[src/rtl/mux_simples_pkg.sv]
// Shared constants and helpers for the mux_simples data-select primitive.
package mux_simples_pkg;

    localparam int unsigned DEFAULT_WIDTH = 1;
    localparam int unsigned DEFAULT_CNT_W = 8;
    localparam int unsigned CALC_W        = 32;

    // Saturating increment: holds at max instead of wrapping.
    function automatic logic [CALC_W-1:0] sat_inc(
        input logic [CALC_W-1:0] count,
        input logic [CALC_W-1:0] max
    );
        return (count >= max) ? max : count + 32'd1;
    endfunction

endpackage

[src/rtl/mux_simples_mux2_core.sv]
// Purely combinational 2:1 select: y = s ? b : a.
module mux2_core
    import mux_simples_pkg::*;
#(
    parameter int unsigned WIDTH = DEFAULT_WIDTH
) (
    input  logic [WIDTH-1:0] a,
    input  logic [WIDTH-1:0] b,
    input  logic             s,
    output logic [WIDTH-1:0] y
);

    // Same-cycle select; no X-masking on s.
    always_comb begin
        y = s ? b : a;
    end

endmodule

[src/rtl/mux_simples.sv]
// 2:1 mux with combinational and registered outputs plus a select-activity
// monitor. Optional parity output y_par enabled by MUX_SIMPLES_PARITY_EN.
module mux_simples
    import mux_simples_pkg::*;
#(
    parameter int unsigned WIDTH = DEFAULT_WIDTH,
    parameter int unsigned CNT_W = DEFAULT_CNT_W
) (
    input  logic             clk,
    input  logic             reset,
    input  logic [WIDTH-1:0] a,
    input  logic [WIDTH-1:0] b,
    input  logic             s,
    output logic [WIDTH-1:0] y,
    output logic [WIDTH-1:0] y_q,
    output logic             sel_chg,
    output logic [CNT_W-1:0] sel_cnt
`ifdef MUX_SIMPLES_PARITY_EN
    ,
    output logic             y_par
`endif
);

    localparam logic [CALC_W-1:0] CNT_MAX = CALC_W'((64'd1 << CNT_W) - 64'd1);

    logic [WIDTH-1:0] data_d, data_q;
    logic             s_prev_d, s_prev_q;
    logic             sel_chg_d, sel_chg_q;
    logic [CNT_W-1:0] sel_cnt_d, sel_cnt_q;

    // Single select instance; the registered stage samples its output.
    mux2_core #(
        .WIDTH (WIDTH)
    ) u_core (
        .a (a),
        .b (b),
        .s (s),
        .y (y)
    );

    // Next-state: pipelined data, select history and saturating transition count.
    always_comb begin
        data_d    = y;
        s_prev_d  = s;
        sel_chg_d = (s != s_prev_q);
        sel_cnt_d = sel_cnt_q;
        if (sel_chg_d) begin
            sel_cnt_d = CNT_W'(sat_inc(CALC_W'(sel_cnt_q), CNT_MAX));
        end
    end

    // State registers, cleared asynchronously by reset.
    always_ff @(posedge clk or posedge reset) begin
        if (reset) begin
            data_q    <= '0;
            s_prev_q  <= 1'b0;
            sel_chg_q <= 1'b0;
            sel_cnt_q <= '0;
        end else begin
            data_q    <= data_d;
            s_prev_q  <= s_prev_d;
            sel_chg_q <= sel_chg_d;
            sel_cnt_q <= sel_cnt_d;
        end
    end

    assign y_q     = data_q;
    assign sel_chg = sel_chg_q;
    assign sel_cnt = sel_cnt_q;

`ifdef MUX_SIMPLES_PARITY_EN
    logic par_d, par_q;

    // Parity of the value being loaded into y_q, so both share one cycle of latency.
    always_comb begin
        par_d = ^data_d;
    end

    // Parity register, cleared with the rest of the pipeline.
    always_ff @(posedge clk or posedge reset) begin
        if (reset) begin
            par_q <= 1'b0;
        end else begin
            par_q <= par_d;
        end
    end

    assign y_par = par_q;
`endif

endmodule

[config.mk]
export PLATFORM = sky130hd
export DESIGN_NAME = mux_simples
export DESIGN_NICKNAME = d
export VERILOG_FILES = /design/src/rtl/mux_simples_pkg.sv /design/src/rtl/mux_simples_mux2_core.sv /design/src/rtl/mux_simples.sv
export SDC_FILE = /design/constraint.sdc
export NUM_CORES = 1
export LEC_CHECK = 0
export CORE_UTILIZATION = 39
export CTS_BUF_LIST = sky130_fd_sc_hd__clkbuf_4 sky130_fd_sc_hd__clkbuf_8 sky130_fd_sc_hd__clkbuf_16
export DETAILED_ROUTE_END_ITERATION = 6
export GPL_TIMING_DRIVEN = 0
export PLACE_DENSITY = 0.69
export SLEW_MARGIN = 20
export SYNTH_ARGS = -nofsm -noshare
export SYNTH_HDL_FRONTEND = slang
export SYNTH_SLANG_ARGS = --single-unit
[constraint.sdc]
create_clock -name clk -period 1.9 [get_ports clk]
set_clock_uncertainty 0.1 [all_clocks]
set_input_delay 0.38 -clock clk [delete_from_list [all_inputs] [get_ports clk]]
set_output_delay 0.38 -clock clk [all_outputs]
set_load 0.05 [all_outputs]
# == Word-level counts from Yosys, hierarchy flattened ==
# Index checks and enable logic that the tools add are counted.
# classes
eq_ne,1
n_lt_le_gt_ge,1
n_mux,2
addsub,1
# op_table
op,count
"8-bit by 1-bit adder with 8-bit output, second input constant",1
"8-bit >= comparator, second input constant",1
8-bit 2-to-1 mux,1
1-bit 2-to-1 mux,1
1-bit != test,1
# word_totals
regBits,11
word_cells,9
in_bits,5

# == Logic depth before layout (Yosys ltp) ==
# Gate-level depths: netlist (run 1).
# depth
ltp_word,2
ltp_mapped,4

# == Cells and area by module ==
# A second synthesis (run 1) with hierarchy kept.
# unflattened
cells_unflattened,46
area_unflattened_um2,518.0
# modules_own_cells
module,instances,cells_each,seq_area_each_um2,area_per_inst_um2
mux_simples,1,45,275.3,503.0
mux2_core,1,1,0.0,15.0

# == Least setup slack after synthesis (run 1) ==
# No wires, ideal clock.
# synth_timing
path_kind,register -> register
from,register sel_cnt_q[0] (netlist: sel_cnt[0])
to,register sel_cnt_q[3] (netlist: sel_cnt[3])
required_time_ns,1.730
path_stages_with_launch,5
period_less_slack_ns,1.721
path_slack_ns,0.179
n_path_buf,0
arrival_ns,1.551
cell_sequence,dfrtp_1 -> ha_1 -> nand2_1 -> or4_4 -> nand3_1
# synth_between
elab_chain_len,2
elab_cells_between_ends,3
# synth_lines
item,line_no,source
"start, declared",mux_simples.sv:29,"logic [CNT_W-1:0] sel_cnt_d, sel_cnt_q;"
"start signal, assigned",mux_simples.sv:63,sel_cnt_q <= sel_cnt_d;
8-bit by 1-bit adder with 8-bit output / 8-bit >= comparator (equally long branches),mux_simples_pkg.sv:13,return (count >= max) ? max : count + 32'd1;
8-bit 2-to-1 mux (*),mux_simples_pkg.sv:13,
# Every way passes the cells marked *; elsewhere a longest branch is shown, timed or not.
# A chain may end at the register's enable or synchronous reset.

# == Worst setup path in the final report (run 1) ==
# layout_timing
from,register data_q (netlist: y_q)
to,output port y_q
# layout_rtl
item,line_no,source
"start, declared",mux_simples.sv:26,"logic [WIDTH-1:0] data_d, data_q;"
"start signal, assigned",mux_simples.sv:60,data_q <= data_d;
"end, declared",mux_simples.sv:15,"output logic [WIDTH-1:0] y_q,"
# No word-level cell between the ends.

==> results of run 1 <==
==> per-stage QoR <==
stage,worst slack (ps),instances,total power [W]
after floorplan,179,48,0.000835
after global placement,-567,77,0.00104
after detailed placement,-569,77,0.00104
after CTS,25.3,81,0.00117
after global routing,9.74,81,0.00124
final,32.6,81,0.00116
==> layer usage <==
metal  track usage (%)  share of wire (%)  wire, um
met4              7.76                1.1        11
met3              5.23                7.7        77
met1              24.0                 46       456
met5                 0                  0         0
met2              24.6                 45       454
==> cell families (layout without fill, tap and decap cells) <==
| family | after synthesis | count (layout) |
|---|---|---|
| compound gates | 7 | 7 |
| xor+xnor | 1 | 1 |
| fa+ha+maj | 1 | 1 |
| buf+inv | 3 | 22 |
| flops | 11 | 11 |
| mux | 4 | 4 |
| simple gates | 21 | 21 |
==> flip-flops by register name, indices dropped and copies added, names as in the netlist <==
register and cells:
y_q 1, sel_cnt 8, sel_chg 1, s_prev_q 1
==> synthesized netlist by cell type, types with 2 or more instances <==
cell	instances
nor2_1	2
dfrtp_1	11
o21ai_0	3
mux2_2	4
nand4_1	3
nand2_1	5
inv_1	2
nand3_1	5
a21oi_1	2
==> final cells by class <==
| class | instances | area (um2) | share of cell area (%) |
|---|---|---|---|
| multi-input cells | 34 | 229 | 32.6 |
| inverters | 3 | 11.3 | 1.60 |
| flip-flops and latches | 11 | 275 | 39.2 |
| repair buffers | 15 | 139 | 19.8 |
| clock buffers | 4 | 30.0 | 4.28 |
| well taps | 14 | 17.5 | 2.50 |
==> where the power goes <==
group | switching (W) | internal, W
sequential | 0.0000948 | 0.000313
clock | 0.0000765 | 0.0000954
combinational | 0.000411 | 0.000169
total | 0.000583 | 0.000577
==> final timing paths <==
kind / from / cells past startpoint / endpoint / slack (ps)
max in group asynchronous: reset / 2 / sel_cnt[3] / 1110
worst min-delay path: reset / 2 / sel_cnt[7] / 300
worst max-delay path: y_q / 1 / y_q / 30
min in group clk: s / 1 / s_prev_q / 340
worst min register to register: sel_cnt[1] / 2 / sel_cnt[1] / 460
worst max register to register: s_prev_q / 4 / sel_cnt[6] / 260
==> placed cells by master (no fill, tap or decap) <==
cell type,n
nor2_1,2
inv_2,1
nand3_1,5
inv_1,2
nand2_1,5
o21ai_0,3
dfrtp_1,11
or3_2,1
o21ai_2,1
nor3_1,1
or4_4,1
xnor2_2,1
a21oi_1,2
dlygate4sd2_1,9
o31ai_1,1
clkbuf_4,4
buf_4,1
and3_1,1
or4_1,1
mux2_2,4
nand4_1,3
clkdlybuf4s50_1,4
ha_1,1
and2_1,1
dlymetal6s2s_1,1
==> flow_summary.yaml, run 1 <==
outcome:
  status: "complete, no violations"
drt:
  routed_via_density: 5.48
  post_drt_wl_per_cell_um: 12.3
  detail_route.iter0.violations: 13
  wl_um: 999
  ant_nets: 0
  route.detailed.drc: 0
  drt-pass1-iter-count: 4
  vias: 444
clock_tree:
  clk_pin_slew_ps: 70
  cts_buffers: 3
  tritoncts: "built"
  postCtsSetupBuffers: 0
  cts-root-buf: "clkbuf_4"
  cts_sinks: 11
  h-tree-depth: 1
  cts-resized-gates: 15
  clk_latency_ps: 260
  clockBufferDepth: 2
  ctsHoldBuffers: 0
global_routing:
  grt_first_pass_wirelength_um: 1690
  grt_remaining_overflow: 0
  grt_use_total_pct: 17.3
  grt_pass1_vias: 371
  grt_start_max_net_pins: 12
  antenna_found_initial: 0
timing:
  final.min_clock_period_ps: 1870
  fin_tns_setup_ps: 0
  max_freq_ghz: 0.535
  finalHoldWorstSlack_ps: 300
  finalCritPeriodShare_pct: 98.3
  worstMarginPinSlew_ps: 501
  rsz0062_at_grt: "false"
  final_hold_viol_count: 0
  finalSetupViolations: 0
  relSlewSlack_pct: 66.5
  slew_violations: 0
hold_path:
  worst_hold_path_type: "input port to asynchronous set/reset pin"
yosys:
  ys_types: 20
  synth_seq_cells: 11
  ys_dominant_reg_cell: "dfrtp_1"
  synth_fa_ha_area_share_pct: 2.43
  synth_top_family_by_area: "simple AND/OR/NAND/NOR gates"
  ys_seq_area_share_pct: 53.4
  synth_top_cell_area_share_pct: 53.4
  syn_area_um2: 515
  syn_inst: 48
  synth.mux.area_fraction_pct: 8.74
  synth-edff-count: 0
  yosysTopAreaCell: "dfrtp_1"
  synth-simple-area-share_pct: 22.1
  synth_fp_nets: 54
  avgSynthCellArea_um2: 10.7
  yosys_warnings: 0
  ys_top_cells_by_area: "dfrtp_1 53%, mux2_2 8.7%, nand3_1 4.9%"
  synth_compound_area_share_pct: 8.01
  synth_xor_area_share_pct: 3.16
  synth-async-reset-ratio_pct: 100
placed_design:
  dpl.hpwl_um: 671
  placed_area_um2: 683
  port_buffers: 15
  gp_congestion: 0.805
power_and_ir_drop:
  cellPowerDensity_nw_per_um2: 1650
  ir_drop_mv: 0.991
  p_leak_nw: 0.325
finish:
  fin_nets: 74
  final_area_um2: 702
  area_delta_synth_final_pct: 36.2
  utilization_pct: 59.9
  diodes: 0
  fillCellCount: 113
  layout-drive-gt1-share_pct: 20.9
die:
  start_util_pct: 44.0
  num_rows: 12
  die_h_um: 38.4
  core_um2: 1170
  fp.dieArea_um2: 1470
  dieWidth_um: 38.4
  io-pin-count: 16
setup_path:
  max_stage_delay_ps: 800
  cp-end-kind: "primary output"
  cp-start-kind: "flop"
  worst_ep_required_time_ps: 1420
  cp_num_buf_inv: 1
  critPathTopFamily: "buffers and inverters"
  path_max_fanout: 1
  crit_slowest_cell: "clkdlybuf4s50_1"
  cp.arrival_ps: 1390
  worstPathCellList: "clkdlybuf4s50_1"
  crit_type: "flop to primary output"
run:
  maxCapViolations: 0
No activity file was read; power rests on OpenSTA's default activity.
==> inputs of run 2 (changes only) <==
==> constraint.sdc (replaced) <==
create_clock -name clk -period 1.9 [get_ports clk]
set_clock_uncertainty 0.1 [all_clocks]
set_input_delay 0.285 -clock clk [delete_from_list [all_inputs] [get_ports clk]]
set_output_delay 0.285 -clock clk [all_outputs]
set_load 0.05 [all_outputs]
==> run 2 against run 1 <==
Via count is 0.45% lower. Total power is 3.8% higher. Setup slack better by 84 ps. Largest cell class unchanged. Non-clock buffer count stayed put. Critical endpoint is now y. Sequential power is 1% higher. Core utilization is 1.6 points higher.
==> flow_summary.yaml, run 2 (synthesis gave the netlist of run 1 again) <==
clock_tree:
  postCtsSetupBuffers: 0
  cts_buffers: 3
  clk_latency_ps: 260
  cts-resized-gates: 5
  ctsHoldBuffers: 0
  tritoncts: "built"
  clockBufferDepth: 2
  h-tree-depth: 1
  cts_sinks: 11
  clk_pin_slew_ps: 70
  cts-root-buf: "clkbuf_4"
die:
  io-pin-count: 16
  dieWidth_um: 38.4
  fp.dieArea_um2: 1470
  die_h_um: 38.4
  num_rows: 12
  start_util_pct: 44.0
  core_um2: 1170
power_and_ir_drop:
  power.internal_w: 0.000609
  ir_drop_mv: 1.08
  p_comb_share_pct: 51.4
  switching_share_pct: 49.4
  p_leak_nw: 0.363
  clock_power_share_pct: 14.3
  p_sw_w: 0.000595
  cellPowerDensity_nw_per_um2: 1670
  sequentialPowerShare_pct: 34.3
setup_path:
  cp_num_buf_inv: 2
  crit_type: "input port to primary output"
  reg2reg_depth: 4
  r2r-start: "s_prev_q"
  path_max_fanout: 3
  worstPathCellList: "clkdlybuf4s50_1, mux2_2, buf_2"
  r2r_slack_ps: 240
  worst_ep_required_time_ps: 1510
  cp-end-kind: "primary output"
  cp-start-kind: "input port"
  critPathTopFamily: "buffers and inverters"
  crit_slowest_cell: "clkdlybuf4s50_1"
  cp.arrival_ps: 1400
  r2r-end: "sel_cnt[6]"
  max_stage_delay_ps: 540
global_routing:
  grt_pass1_vias: 369
  grt_remaining_overflow: 0
  antenna_found_initial: 0
  grt_use_total_pct: 17.2
  grt_start_max_net_pins: 12
  grt_first_pass_wirelength_um: 1680
finish:
  multi_input_area_um2: 229
  area_delta_synth_final_pct: 39.8
  layout_common_cells: "11 x dfrtp_1, 6 x clkdlybuf4s50_1, 6 x dlymetal6s2s_1"
  final_area_um2: 721
  largest_register_ffs: 8
  layout-drive-gt1-share_pct: 20.9
  final_common_cell: "dfrtp_1"
  fin_nets: 74
  final_cells: 81
  fillCellCount: 107
  seqCellArea_um2: 275
  diodes: 0
run:
  maxCapViolations: 0
drt:
  met1Wirelength_um: 488
  vias: 442
  wl_um: 1110
  top_layer_used: "met4"
  post_drt_wl_per_cell_um: 13.6
  route.detailed.drc: 0
  met2WireLength_um: 524
  wl_met3_um: 80
  detail_route.iter0.violations: 24
  drt-pass1-iter-count: 4
  ant_nets: 0
  routed_via_density: 5.46
placed_design:
  gp_congestion: 0.805
  dpl.hpwl_um: 671
  port_buffers: 15
  placed_area_um2: 683
  dp.cells: 77
timing:
  final.min_clock_period_ps: 1780
  slew_violations: 0
  final_hold_viol_count: 0
  max_freq_ghz: 0.561
  rsz0062_at_grt: "false"
  finalCritPeriodShare_pct: 93.8
  fin_tns_setup_ps: 0
  relSlewSlack_pct: 66.2
  worstMarginPinSlew_ps: 505
  finalSetupViolations: 0
outcome:
  status: "complete, no violations"
hold_path:
  worst_hold_path_type: "input port to asynchronous set/reset pin"
## run 2: changes by cell type in the layout (fill, tap and decap cells not counted), sizes merged
cell | previous run | this run
dlymetal6s2s | 1 | 6
dlygate4sd2 | 9 | 2
clkdlybuf4s50 | 4 | 6
## run 2: worst max path at each step
stage,from,to,slack [ps],depth (start not counted)
finish,s,y,120,3
floorplan,sel_cnt[0],sel_cnt[3],180,4
detailed placement,s,y,-380,3
CTS,s,y,-20,3
global placement,s,y,-380,3
global route,s,sel_cnt[6],70,5
## run 2: layer usage
metal	vias to the layer above	GRT usage [%]
met2	24	24.6
met1	202	23.6
li1	214	-
met3	2	5.23
met5	-	0
met4	0	7.76
## run 2: cell type report
| type | count | area share (%) |
|---|---|---|
| Sequential cell | 11 | 38.2 |
| Timing Repair Buffer | 15 | 21.9 |
| Clock buffer | 4 | 4.17 |
| Multi-Input combinational cell | 34 | 31.8 |
| Tap cell | 14 | 2.43 |
| Inverter | 3 | 1.56 |
## run 2: through the flow
step	total power [W]	hold WS (ps)	setup WS (ps)	util, %
global route	0.00128	245	72.9	61.5
detailed placement	0.00104	445	-379	58.3
global placement	0.00104	443	-377	58.3
CTS	0.00121	227	-15.4	60.8
floorplan	0.000835	37.4	179	-
finish	0.00120	203	117	61.5
## run 2: power groups by stage
stage	logic, W	clock network (W)	registers (W)
floorplan	0.000166	0	0.000669
global placement	0.000628	0	0.000410
detailed placement	0.000632	0	0.000412
CTS	0.000622	0.000178	0.000408
global route	0.000663	0.000193	0.000428
finish	0.000619	0.000172	0.000413
==> inputs of run 3 (changes only) <==
--- a/config.mk
+++ b/config.mk
@@ -5,6 +5,7 @@
 export SDC_FILE = /design/constraint.sdc
 export NUM_CORES = 1
 export LEC_CHECK = 0
+export ABC_CLOCK_PERIOD_IN_PS = 1900
 export CORE_UTILIZATION = 39
 export CTS_BUF_LIST = sky130_fd_sc_hd__clkbuf_4 sky130_fd_sc_hd__clkbuf_8 sky130_fd_sc_hd__clkbuf_16
 export DETAILED_ROUTE_END_ITERATION = 6
==> results of run 3 <==
Same layout as run 2: the final DEF is identical, and so are final timing and power.
==> RTL change, RTL diff (config.mk and constraints of run 3) <==
`DEFAULT_CNT_W`: 8 -> 9.
--- a/src/rtl/mux_simples_pkg.sv
+++ b/src/rtl/mux_simples_pkg.sv
@@ -2,7 +2,7 @@
 package mux_simples_pkg;
 
     localparam int unsigned DEFAULT_WIDTH = 1;
-    localparam int unsigned DEFAULT_CNT_W = 8;
+    localparam int unsigned DEFAULT_CNT_W = 9;
     localparam int unsigned CALC_W        = 32;
 
     // Saturating increment: holds at max instead of wrapping.
Ports: changed (resized sel_cnt); port bits go from 16 to 17. The function was not compared with the original's and may differ.
==> RTL change against run 3 <==
Core utilization up 1.5 points; die area grew 13%; design area grew 18%; setup slack worse by 0.046 ns; global-route usage is 0.78 points higher; sequential cell count increased by 1; critical path type is now flop to flop; count of clock-buffer cells in the layout unchanged; routed wire length grew 12%; power rose by 24%; sequential share of layout area down 2.6 points; area after synthesis grew 14%; largest power group unchanged.
==> RTL change: results (changes against run 3) <==
[global_routing]
grt_start_max_net_pins = 13  ; +1
grt_pass1_wl_um = 1930  ; +15%
grt_pass1_vias = 465  ; +26%
grt_usage_pct = 18.0  ; +0.78 points
use_met3_pct = 4.89  ; -0.34 points
use_met2_pct = 27.0  ; +2.4 points

[synthesis]
ys_warn_count = 0  ; unchanged
synth_xor_xnor_area_share_pct = 2.78  ; -0.38 points
synthTopCellsByArea = dfrtp_1 51%, o22a_2 6.8%, nor2_1 5.8%
synth_area_per_cell_um2 = 10.8  ; +0.97%
synth_cell_types = 23  ; +15%
ys_top_cells_by_count = 12 x dfrtp_1, 9 x nor2_1, 4 x a31oi_1, 4 x o22a_2, 3 x nand2_1
syn-num-nets = 61  ; +13%
synthMuxAreaShare_pct = 1.92  ; -6.8 points
synthAdderAreaFrac_pct = 4.27  ; +1.8 points
ys_seq_area_share_pct = 51.3  ; -2.1 points

[final_layout]
ff_latch_area_um2 = 303  ; +10%
final.fill_count = 116  ; +8.4%
buffers = 18  ; +3
multi_input_area_um2 = 307  ; +34%
drive_gt1_share_pct = 28.9  ; +8.1 points
seq_cell_count = 12  ; +1
largest_reg_flops = 9  ; +1
nets = 84  ; +14%
buffer_area_share_pct = 21.3  ; -0.55 points
nMultiInputCombCells = 39  ; +15%
clkCellAreaFrac_pct = 3.53  ; -0.64 points

[route]
drtIter0Drc = 11  ; -54%
dr.pass1.iters = 4  ; unchanged
vias = 511  ; +16%
drt-met1-wl_um = 572  ; +17%
wl_met2_um = 591  ; +13%
route.met3.wl_um = 58  ; -28%
via_per_inst = 5.62  ; +2.9%
wirelength_um = 1240  ; +12%

[critical_path]
worstSetupEndpoint = sel_cnt[6]$_DFFE_PP0P_
arrival_ns = 1.89  ; +0.49 ns
critPathTopFamily = simple AND/OR/NAND/NOR gates
reg2reg_slack_ns = 0.07  ; -0.17 ns
crit_fanout = 7  ; +4
max_stage_delay_ns = 0.45  ; -0.09 ns
slowest_stage = dfrtp_2
reg2regPathDepth = 7  ; +3
worstSetupStartpoint = sel_cnt[0]$_DFFE_PP0P_

[power_and_ir_drop]
cellLeakagePower_nw = 0.381  ; +4.8%
ir_drop_v = 0.000918  ; -15%
p_comb_mw = 0.826  ; +33%
pg_seq_mw = 0.479  ; +16%
p_int_mw = 0.752  ; +23%

[placed_design]
gp_congestion = 0.716  ; -11%
placed_cells = 85  ; +10%
dp_hpwl_um = 890  ; +33%
io_buffers = 16  ; +1

[clock_network]
clk_latency_ns = 0.28  ; +0.02 ns
cts_buffer_depth = 2  ; unchanged

[sta]
maxSlewHeadroom_pct = 66.1  ; -0.12 points

[outcome]
status = finished, final reports clean

[RTL change: changes by cell type after synthesis, sizes merged, moves of 2 or more]
cell	run 3	this run
mux2	4	1
o21ai	4	1
nand3	5	2
a31oi	0	4
nand4	3	1
nor2	2	10
o22a	0	4
or4	2	0
and4	0	2
[RTL change: worst min path at each step]
| stage | depth (start not counted) | startpoint | slack, ns | end |
|---|---|---|---|---|
| 3_5_place_dp | 1 | sel_cnt[0]$_DFFE_PP0P_ | 0.44 | sel_cnt[0]$_DFFE_PP0P_ |
| 6_report | 2 | reset | 0.22 | sel_cnt[4]$_DFFE_PP0P_ |
| 3_3_place_gp | 1 | sel_cnt[0]$_DFFE_PP0P_ | 0.44 | sel_cnt[0]$_DFFE_PP0P_ |
| 5_1_grt | 2 | reset | 0.26 | sel_cnt[4]$_DFFE_PP0P_ |
| 2_1_floorplan | 1 | reset | 0.05 | s_prev_q$_DFF_PP0_ |
| 4_1_cts | 2 | reset | 0.23 | y_q$_DFF_PP0_ |
[RTL change: cells by family after synthesis]
| group | Yosys count |
|---|---|
| AO/OA/AOI/OAI | 15 |
| buffers and inverters | 3 |
| AND/OR/NAND/NOR | 20 |
| adder cells (fa/ha/maj) | 2 |
| flip-flops | 12 |
| XOR/XNOR | 1 |
| multiplexers | 1 |
[RTL change: what timing repair did]
action / 4_1_cts / 5_1_grt
setup buffers: 0 / 2
gates resized for setup: 6 / 11
gates cloned: 0 / 0
setup endpoints to repair: 5 / 12
pin swaps: 1 / 1
[RTL change: stage by stage]
stage	worst slack (ns)	setup TNS (ns)	power [mW]	cell area [um^2]
final	0.0706	0	1.49	851
after detailed placement	-0.394	-0.399	1.31	782
after CTS	-0.0279	-0.0279	1.48	810
after floorplan	0.0143	0	1.05	603
after global routing	0.00971	0	1.58	851
after global placement	-0.376	-0.376	1.30	782
